--- src/rtl/mipse_boot_ctrl_if.sv ---
// Stream, instruction-memory write and core run-control signals between the
// boot controller (slave) and the host/core side (master).
interface mipse_boot_ctrl_if #(
    parameter int IMEM_AW = 8,
    parameter int CYCLE_W = 32
);
    // Stream handshake: a byte moves on a rising edge where in_valid & in_ready;
    // in_ready depends only on controller state, never on in_valid.
    logic               in_valid;
    logic [7:0]         in_byte;
    logic               in_ready;
    logic               imem_we;
    logic [IMEM_AW-1:0] imem_addr;
    logic [31:0]        imem_wdata;
    logic               core_rst_n;
    logic               finish;
    logic               restart;
    logic               done;
    logic               timeout;
    logic               load_err;
    logic [CYCLE_W-1:0] cycles;

    modport master (
        output in_valid, in_byte, finish, restart,
        input  in_ready, imem_we, imem_addr, imem_wdata, core_rst_n,
               done, timeout, load_err, cycles
    );

    modport slave (
        input  in_valid, in_byte, finish, restart,
        output in_ready, imem_we, imem_addr, imem_wdata, core_rst_n,
               done, timeout, load_err, cycles
    );
endinterface

--- src/rtl/mipse_boot_ctrl.sv ---
// Boot/run sequencer: loads a length-prefixed big-endian program into imem,
// releases the mipse core, and counts cycles until finish or timeout.
module mipse_boot_ctrl #(
    parameter int IMEM_AW    = 8,
    parameter int CYCLE_W    = 32,
    parameter int MAX_CYCLES = 100000
) (
    input  logic              clk,
    input  logic              rst_n,
    mipse_boot_ctrl_if.slave  bus,
    output logic [2:0]        state_dbg
);
    localparam int DEPTH = 1 << IMEM_AW;

    typedef enum logic [2:0] {
        S_HDR0, S_HDR1, S_LOAD, S_LAUNCH, S_RUN, S_DONE
    } state_t;

    state_t             state;
    logic [7:0]         n_hi;
    logic [15:0]        n_last;
    logic [IMEM_AW-1:0] word_idx;
    logic [1:0]         byte_idx;
    logic [23:0]        word_sh;
    logic               accept;
    logic [15:0]        hdr_n;

    assign bus.in_ready = (state == S_HDR0) || (state == S_HDR1) || (state == S_LOAD);
    assign accept       = bus.in_valid && bus.in_ready;
    assign hdr_n        = {n_hi, bus.in_byte};
    assign state_dbg    = state;

    always_ff @(posedge clk or negedge rst_n) begin
        if (!rst_n) begin
            state          <= S_HDR0;
            n_hi           <= 8'd0;
            n_last         <= 16'd0;
            word_idx       <= '0;
            byte_idx       <= 2'd0;
            word_sh        <= 24'd0;
            bus.imem_we    <= 1'b0;
            bus.imem_addr  <= '0;
            bus.imem_wdata <= 32'd0;
            bus.core_rst_n <= 1'b0;
            bus.done       <= 1'b0;
            bus.timeout    <= 1'b0;
            bus.load_err   <= 1'b0;
            bus.cycles     <= '0;
        end else begin
            bus.imem_we <= 1'b0;
            case (state)
                S_HDR0: begin
                    if (accept) begin
                        n_hi  <= bus.in_byte;
                        state <= S_HDR1;
                    end
                end
                S_HDR1: begin
                    if (accept) begin
                        // An empty or oversized program never releases the core.
                        if (hdr_n == 16'd0 || int'(hdr_n) > DEPTH) begin
                            bus.load_err <= 1'b1;
                            state        <= S_DONE;
                        end else begin
                            n_last   <= hdr_n - 16'd1;
                            word_idx <= '0;
                            byte_idx <= 2'd0;
                            state    <= S_LOAD;
                        end
                    end
                end
                S_LOAD: begin
                    if (accept) begin
                        if (byte_idx == 2'd3) begin
                            bus.imem_we    <= 1'b1;
                            bus.imem_addr  <= word_idx;
                            bus.imem_wdata <= {word_sh, bus.in_byte};
                            word_idx       <= word_idx + IMEM_AW'(1);
                            byte_idx       <= 2'd0;
                            if (16'(word_idx) == n_last) state <= S_LAUNCH;
                        end else begin
                            word_sh  <= {word_sh[15:0], bus.in_byte};
                            byte_idx <= byte_idx + 2'd1;
                        end
                    end
                end
                S_LAUNCH: begin
                    bus.core_rst_n <= 1'b1;
                    bus.cycles     <= '0;
                    state          <= S_RUN;
                end
                S_RUN: begin
                    if (bus.finish) begin
                        bus.done <= 1'b1;
                        state    <= S_DONE;
                    end else if (bus.cycles == CYCLE_W'(MAX_CYCLES - 1)) begin
                        bus.cycles     <= CYCLE_W'(MAX_CYCLES);
                        bus.timeout    <= 1'b1;
                        bus.core_rst_n <= 1'b0;
                        state          <= S_DONE;
                    end else begin
                        bus.cycles <= bus.cycles + CYCLE_W'(1);
                    end
                end
                S_DONE: begin
                    // cycles is left alone so the host can read the last run.
                    if (bus.restart) begin
                        bus.done       <= 1'b0;
                        bus.timeout    <= 1'b0;
                        bus.load_err   <= 1'b0;
                        bus.core_rst_n <= 1'b0;
                        state          <= S_HDR0;
                    end
                end
                default: state <= S_HDR0;
            endcase
        end
    end
endmodule

--- src/flat_wrapper.sv ---
// flat-port wrapper written by rule: the top's interface ports become plain ports
module mipse_boot_ctrl_flat 
#(
    parameter int IMEM_AW    = 8,
    parameter int CYCLE_W    = 32,
    parameter int MAX_CYCLES = 100000
)
  (clk, rst_n, state_dbg, bus_in_valid, bus_in_byte, bus_finish, bus_restart, bus_in_ready, bus_imem_we, bus_imem_addr, bus_imem_wdata, bus_core_rst_n, bus_done, bus_timeout, bus_load_err, bus_cycles);
  mipse_boot_ctrl_if #(.IMEM_AW(IMEM_AW), .CYCLE_W(CYCLE_W)) bus_i ();
  input  logic clk;
  input  logic rst_n;
  output logic [2:0] state_dbg;
  input wire logic [$bits(bus_i.in_valid)-1:0] bus_in_valid;
  input wire logic [$bits(bus_i.in_byte)-1:0] bus_in_byte;
  input wire logic [$bits(bus_i.finish)-1:0] bus_finish;
  input wire logic [$bits(bus_i.restart)-1:0] bus_restart;
  output wire logic [$bits(bus_i.in_ready)-1:0] bus_in_ready;
  output wire logic [$bits(bus_i.imem_we)-1:0] bus_imem_we;
  output wire logic [$bits(bus_i.imem_addr)-1:0] bus_imem_addr;
  output wire logic [$bits(bus_i.imem_wdata)-1:0] bus_imem_wdata;
  output wire logic [$bits(bus_i.core_rst_n)-1:0] bus_core_rst_n;
  output wire logic [$bits(bus_i.done)-1:0] bus_done;
  output wire logic [$bits(bus_i.timeout)-1:0] bus_timeout;
  output wire logic [$bits(bus_i.load_err)-1:0] bus_load_err;
  output wire logic [$bits(bus_i.cycles)-1:0] bus_cycles;
  assign bus_i.in_valid = bus_in_valid;
  assign bus_i.in_byte = bus_in_byte;
  assign bus_i.finish = bus_finish;
  assign bus_i.restart = bus_restart;
  assign bus_in_ready = bus_i.in_ready;
  assign bus_imem_we = bus_i.imem_we;
  assign bus_imem_addr = bus_i.imem_addr;
  assign bus_imem_wdata = bus_i.imem_wdata;
  assign bus_core_rst_n = bus_i.core_rst_n;
  assign bus_done = bus_i.done;
  assign bus_timeout = bus_i.timeout;
  assign bus_load_err = bus_i.load_err;
  assign bus_cycles = bus_i.cycles;
  mipse_boot_ctrl #(.IMEM_AW(IMEM_AW), .CYCLE_W(CYCLE_W), .MAX_CYCLES(MAX_CYCLES)) u_core (.clk(clk), .rst_n(rst_n), .bus(bus_i), .state_dbg(state_dbg));
endmodule
--- config.mk ---
export PLATFORM = sky130hd
export DESIGN_NAME = mipse_boot_ctrl_flat
export DESIGN_NICKNAME = d
export VERILOG_FILES = /design/src/rtl/mipse_boot_ctrl_if.sv /design/src/rtl/mipse_boot_ctrl.sv /design/src/flat_wrapper.sv
export SDC_FILE = /design/constraint.sdc
export NUM_CORES = 1
export LEC_CHECK = 0
export CORE_UTILIZATION = 30
export CTS_CLUSTER_SIZE = 30
export DETAILED_ROUTE_END_ITERATION = 8
export GPL_TIMING_DRIVEN = 0
export PLACE_DENSITY_LB_ADDON = 0.2
export SYNTH_ARGS = -nofsm -noshare
export SYNTH_HDL_FRONTEND = slang
export SYNTH_SLANG_ARGS = --single-unit
--- constraint.sdc ---
create_clock -name clk -period 3.25 [get_ports clk]
set_clock_uncertainty 0.2 [all_clocks]
set_input_delay 0.65 -clock clk [delete_from_list [all_inputs] [get_ports clk]]
set_output_delay 0.65 -clock clk [all_outputs]
set_load 0.05 [all_outputs]
**Yosys cells after proc, flatten, opt, wreduce, memory -nomap -nowiden**

Cells that the tools add are included.

- Add/subtract/negate cells: 4
- Order comparisons: 1
- Eq/ne operators: 20
- Multiplexer cells: 38
- Bitwise gates (word level): 2
- Reduce and logical (&&, ||, !) cells: 23

Operator list:

| kind | number |
|---|---|
| 32-bit 2-to-1 mux | 2 |
| 32-bit case mux with 2 select lines | 1 |
| 32-bit by 1-bit adder with 32-bit output (second input constant) | 1 |
| 32-bit by 17-bit equality test with 1-bit output (second input constant) | 1 |
| 8-bit 2-to-1 mux | 4 |
| 3-bit 2-to-1 mux | 9 |
| 3-bit case mux with 6 select lines | 1 |
| 8-bit by 16-bit equality test with 1-bit output | 1 |
| 16-bit by 9-bit > comparator with 1-bit output (second input constant) | 1 |
| 16-bit logical NOT | 1 |
| 8-bit case mux with 2 select lines | 1 |
| 4-bit AND reduction | 4 |
| 16-bit by 1-bit subtractor with 16-bit output (second input constant) | 1 |
| 2-bit inequality test (second input constant) | 7 |
| 3-bit AND reduction | 4 |
| 1-bit 2-to-1 mux | 11 |
| 8-bit by 1-bit adder with 8-bit output (second input constant) | 1 |
| 2-bit 2-to-1 mux | 4 |
| 2-bit by 1-bit inequality test with 1-bit output (second input constant) | 4 |
| 2-bit nonzero test | 4 |
| 7-bit AND reduction | 1 |
| 3-bit by 2-bit equality test with 1-bit output (second input constant) | 2 |
| 3-bit equality test (second input constant) | 2 |
| 1-bit case mux with 2 select lines | 3 |
| 13 further kinds | 17 |

- Flip-flop bits (word level): 138
- Input bits: 13
- Output and inout bits: 81
- Word-level logic and storage cells: 102

**Depth between registers and ports, before layout**

- Depth in word-level cells: 6
- Mapped depth: 8
- Depth with buffers taken out: 6

**Worst setup path after synthesis**

OpenSTA, ideal clock, no wires.

- Path kind: register to register
- From: register u_core.bus.cycles[0] (netlist bit)
- To: register u_core.bus.cycles[28] (netlist bit)
- Data arrival time: 2.498 ns
- Data required time: 2.967 ns
- Path slack: 0.469 ns
- Cell stages (with the launch flop): 9
- Clock period less this slack: 2.781 ns
- Path through: dfrtp_1 > ha_1 > and3_1 > and3_1 > clkbuf_1 > nand4_1 > clkbuf_1 > or4b_2 > o21ai_0

- Word-level cells in the longest chain between the ends: 4

Ends and longest elaborated chain:

| what | RTL line | source |
|---|---|---|
| from (decl) | mipse_boot_ctrl_if.sv:32 | `done, timeout, load_err, cycles` |
| from (signal assigned) | mipse_boot_ctrl.sv:97 | `bus.cycles <= CYCLE_W'(MAX_CYCLES);` |
| from (signal assigned) | mipse_boot_ctrl.sv:102 | `bus.cycles <= bus.cycles + CYCLE_W'(1);` |
| 32-bit by 1-bit adder with 32-bit output / 32-bit by 17-bit equality test with 1-bit output (equally long branches) | mipse_boot_ctrl.sv:102, mipse_boot_ctrl.sv:96 |  |
| 32-bit 2-to-1 mux * | mipse_boot_ctrl.sv:96 | `end else if (bus.cycles == CYCLE_W'(MAX_CYCLES - 1)) begin` |
| 32-bit 2-to-1 mux * | mipse_boot_ctrl.sv:93 | `if (bus.finish) begin` |
| 32-bit case mux with 2 select lines * | mipse_boot_ctrl.sv:51 | `case (state)` |

Every way passes the cells marked *; elsewhere a longest branch is shown, timed or not. The select of a mux whose other input is x is not followed.
A chain may end at the register's enable or synchronous reset.

**Worst setup path after layout**

- From: register u_core.state[0] (netlist: u_core.state_dbg[0])
- To: output port bus_in_ready

- Word-level cells in the longest chain between the ends: 3

Ends and longest elaborated chain:

| what | RTL line | source |
|---|---|---|
| from (decl) | mipse_boot_ctrl.sv:19 | `state_t state;` |
| from (signal assigned) | mipse_boot_ctrl.sv:35 | `state <= S_HDR0;` |
| from (signal assigned) | mipse_boot_ctrl.sv:55 | `state <= S_HDR1;` |
| from (signal assigned) | mipse_boot_ctrl.sv:63 | `state <= S_DONE;` |
| 3-bit by 1-bit equality test with 1-bit output / 3-bit logical NOT (equally long branches) | mipse_boot_ctrl.sv:28 | `assign bus.in_ready = (state == S_HDR0) \|\| (state == S_HDR1) \|\| (state == S_LOAD);` |
| 1-bit logical OR | mipse_boot_ctrl.sv:28 |  |
| 1-bit logical OR * | mipse_boot_ctrl.sv:28 |  |
| to (decl) | flat_wrapper.sv:17 | `output wire logic [$bits(bus_i.in_ready)-1:0] bus_in_ready;` |

Every way passes the cells marked *; elsewhere a longest branch is shown, timed or not.

==> metrics.md <==
| Metric | Value |
|---|---|
| Fin Hold WS | `~0.052 ns` |
| Main flop type after synthesis | `dfrtp_1` |
| Post-CTS Hold Buffers | `0` |
| CP Launch Type | `register` |
| Initial antenna violation count | `0` |
| Yosys warning count | `0` |
| Worst r2r path cells | `6` |
| Mean number of vias per cell | `about 5` |
| Core Util, Final | `0.403` |
| Number of port buffers | `slightly above 90` |
| Cell count after synthesis | `between 600 and 700` |
| Post-synth design cell area | `between 0.006 and 0.007 mm²` |
| Finish-stage setup viols | `0` |
| Most frequent cells after synthesis | `nand2_1, dfrtp_1, o21ai_0, mux2_2, clkbuf_1` |
| Setup crit end | `bus_in_ready` |
| DIE HEIGHT | `~150 µm` |
| Vias in the first global route | `roughly 5,300` |
| Die W | `147 µm` |
| Leakage power | `approximately 3.7 nW` |
| Tcrit/Tclk final | `0.933` |
| Internal | `approximately 3.5 mW` |
| Peak Freq | `around 0.33 GHz` |
| Slew Viols, Final | `0` |
| GRT Overall Usage | `0.165` |
| Worst setup path start | `u_core.state_dbg[0]` |
| Syn nets | `657` |
| Drt wl/cell | `~16 µm` |
| Crit-path slowest cell | `clkdlybuf4s50_1` |
| Yosys cell types | `50` |
| Sw power | `~1.6 mW` |
| Clock power share | `0.403` |
| Clk slew on worst S/H paths | `approximately 0.070 ns` |
| Max rail drop VDD | `~320 µV` |
| CP Max Fanout | `10` |
| Residual DRC | `0` |
| Outcome | `complete, no violations` |
| Layout Nets | `between 700 and 800` |
| Setup bufs post-CTS | `0` |
| GPL Wtd Cong | `approximately 0.9` |
| Layout cells sized above 1 | `0.103` |
| Synth Area per Inst | `roughly 9.8 µm²` |
| WP data required | `roughly 2.4 ns` |
| Switching share of power | `0.317` |
| Most common cell in the netlist | `nand2_1` |
| Power density cells | `620 mW/mm²` |
| Yosys top cell area share | `0.550` |
| N_diodes | `0` |
| GR Overflow Total | `0` |
| Synthesis-to-layout area growth | `30.8%` |
| Largest net degree at the start of global routing | `76` |
| Final WL | `around 16,000 µm` |
| Number of synthesized flops with an enable pin | `0` |
| Asr flop ratio synth | `1.00` |
| Number of buffers created by CTS | `17` |
| Hold Violations, Final | `0` |
| Flop pwr share | `0.413` |
| Crit path largest cell delay | `0.83 ns` |
| Max_cap viols | `0` |
| Critical-path cell list | `clkbuf_1 > a21oi_1 > clkdlybuf4s50_1` |
| Period minus WS final | `3.03 ns` |
| Synthesis-stage register bit count | `~140` |
| Hold Path Class | `in -> async` |
| TritonCTS clock tree | `done` |
| Clock sink count | `roughly 140` |
| IO Pins | `94` |
| Antenna Nets Post-Route | `0` |
| DR vias | `5,168` |
| Core area | `approximately 0.020 mm²` |
| FP Rows | `52` |
| Worst slew margin | `0.522` |
| R2r startpoint | `u_core.state_dbg[2]` |
| Post-synthesis sequential area ratio | `0.550` |
| Worst-case clock buffer depth | `2` |
| Worst-skew pair later-pin latency | `roughly 0.42 ns` |
| Largest cells by area after synthesis | `dfrtp_1, nand2_1, mux2_2, o21ai_0, xor2_1` |
| Synth area leader | `dfrtp_1` |
| Die area | `around 0.021 mm²` |
| Unrepaired setup endpoints after global routing | `no` |
| Comb pwr share | `0.184` |
| Critical path endpoint category | `primary output` |
| Initial DRC count | `approximately 280` |
| First-pass GRT wire length | `~28,000 µm` |
| Worst Path Arrival | `about 2.2 ns` |
| Critical path type | `reg -> out` |
| Reg-to-reg slack, setup | `0.24 ns` |
| DRT Pass-1 Iters | `5` |
| DP HPWL | `between 10,000 and 15,000 µm` |
| Reg2reg end | `u_core.word_sh[20]` |
| Root Driver | `clkbuf_16` |
| Starting Density | `0.308` |
| CTS H-tree lvls | `4` |
| Worst Max-Slew Pin Slew | `0.718 ns` |
-- cells in the final DEF, fill, tap and decap left out, drive strengths merged, types with 3 or more instances in the layout --
cell           count
xor2              22
a21oi             14
clkbuf            44
buf                5
a31oi              8
clkdlybuf4s50     92
and2               5
or4                3
nor2              25
inv               22
nand2            163
ha                 5
o21a               8
and3              12
dfrtp            138
or3                8
nand3             23
mux2              33
o21ai             49
nor3              10
nand4             21
xnor2              5
nor4              10
nor2b              3
or4b               3
-- metrics by stage --
| step | cell area [µm²] | power, mW | setup TNS (ns) | instances | setup slack, ns |
|---|---|---|---|---|---|
| finish | 8200 | 5.09 | 0 | 1035 | 0.218 |
| floorplan | 6270 | 2.72 | 0 | 639 | 0.469 |
| global placement | 7540 | 3.04 | -576.96 | 1002 | -4.16 |
| global route | 8200 | 5.33 | 0 | 1035 | 0.0477 |
| detailed placement | 7570 | 3.08 | -4.24 | 1003 | -0.354 |
| CTS | 8200 | 5.14 | 0 | 1035 | 0.0203 |
-- layout make-up --
cell class,instances,area [µm²]
Buffer,30,121
Tap cell,270,338
Sequential cell,138,3450
Timing Repair Buffer,94,960
Clock inverter,15,199
Inverter,11,41.3
Fill cell,1963,12200
Clock buffer,17,425
Multi-Input combinational cell,460,2670
-- sequential cells by signal, indices dropped and copies added (netlist names), 3 cells and up --
register               cells
u_core.bus.cycles         32
u_core.bus.imem_addr       8
u_core.n_last             16
u_core.word_idx            8
u_core.n_hi                8
u_core.word_sh            24
u_core.state_dbg           3
u_core.bus.imem_wdata     32
-- critical path: cells and delay by family (launching register included) --
family                 cells  cell delay, ns
buffers and inverters      2            1.08
AO/OA/AOI/OAI              1            0.21
flip-flops                 1            0.47
-- routing by layer --
metal	up-vias	global-route usage	routed length, µm
met4	0	0.0542	284
met3	25	0.0472	929
li1	2457	-	-
met2	171	0.264	7860
met5	-	0	0
met1	2515	0.214	7320
-- how the worst min path moves through the flow --
stage | cells after the start | end | slack (ns) | start
global route | 1 | u_core.bus.cycles[26] | 0.11 | rst_n
finish | 1 | u_core.bus.cycles[30] | 0.05 | rst_n
detailed placement | 2 | u_core.bus.imem_wdata[30] | 0.26 | u_core.word_sh[22]
floorplan | 0 | u_core.bus.core_rst_n | 0.15 | rst_n
global placement | 2 | u_core.bus.imem_wdata[24] | 0.26 | u_core.word_sh[16]
CTS | 1 | u_core.bus.cycles[24] | 0.08 | rst_n
-- power groups by stage --
stage / sequential [mW] / combinational [mW] / clock, mW
after floorplan: 2.24 / 0.482 / 0
after global placement: 2.13 / 0.914 / 0
after detailed placement: 2.14 / 0.940 / 0
after CTS: 2.10 / 0.943 / 2.10
after global routing: 2.13 / 1.03 / 2.17
final: 2.10 / 0.938 / 2.05
-- kinds of logic after synthesis --
| family | count (synthesis) | share of synthesized area |
|---|---|---|
| and+or+nand+nor | 295 | 0.221 |
| AOI/OAI and AO/OA | 99 | 0.0943 |
| DFF | 138 | 0.550 |
| xor gates and xnor gates | 27 | 0.0377 |
| buffers and inverters | 41 | 0.0259 |
| adders and majority gates | 5 | 0.00997 |
| muxes | 34 | 0.0608 |
-- timing repair --
action | CTS | global route
cloned | 0 | 0
gates resized for setup | 1 | 1
endpoints found under the setup margin | 1 | 10
Note: power is estimated with default switching activity, not from simulation.
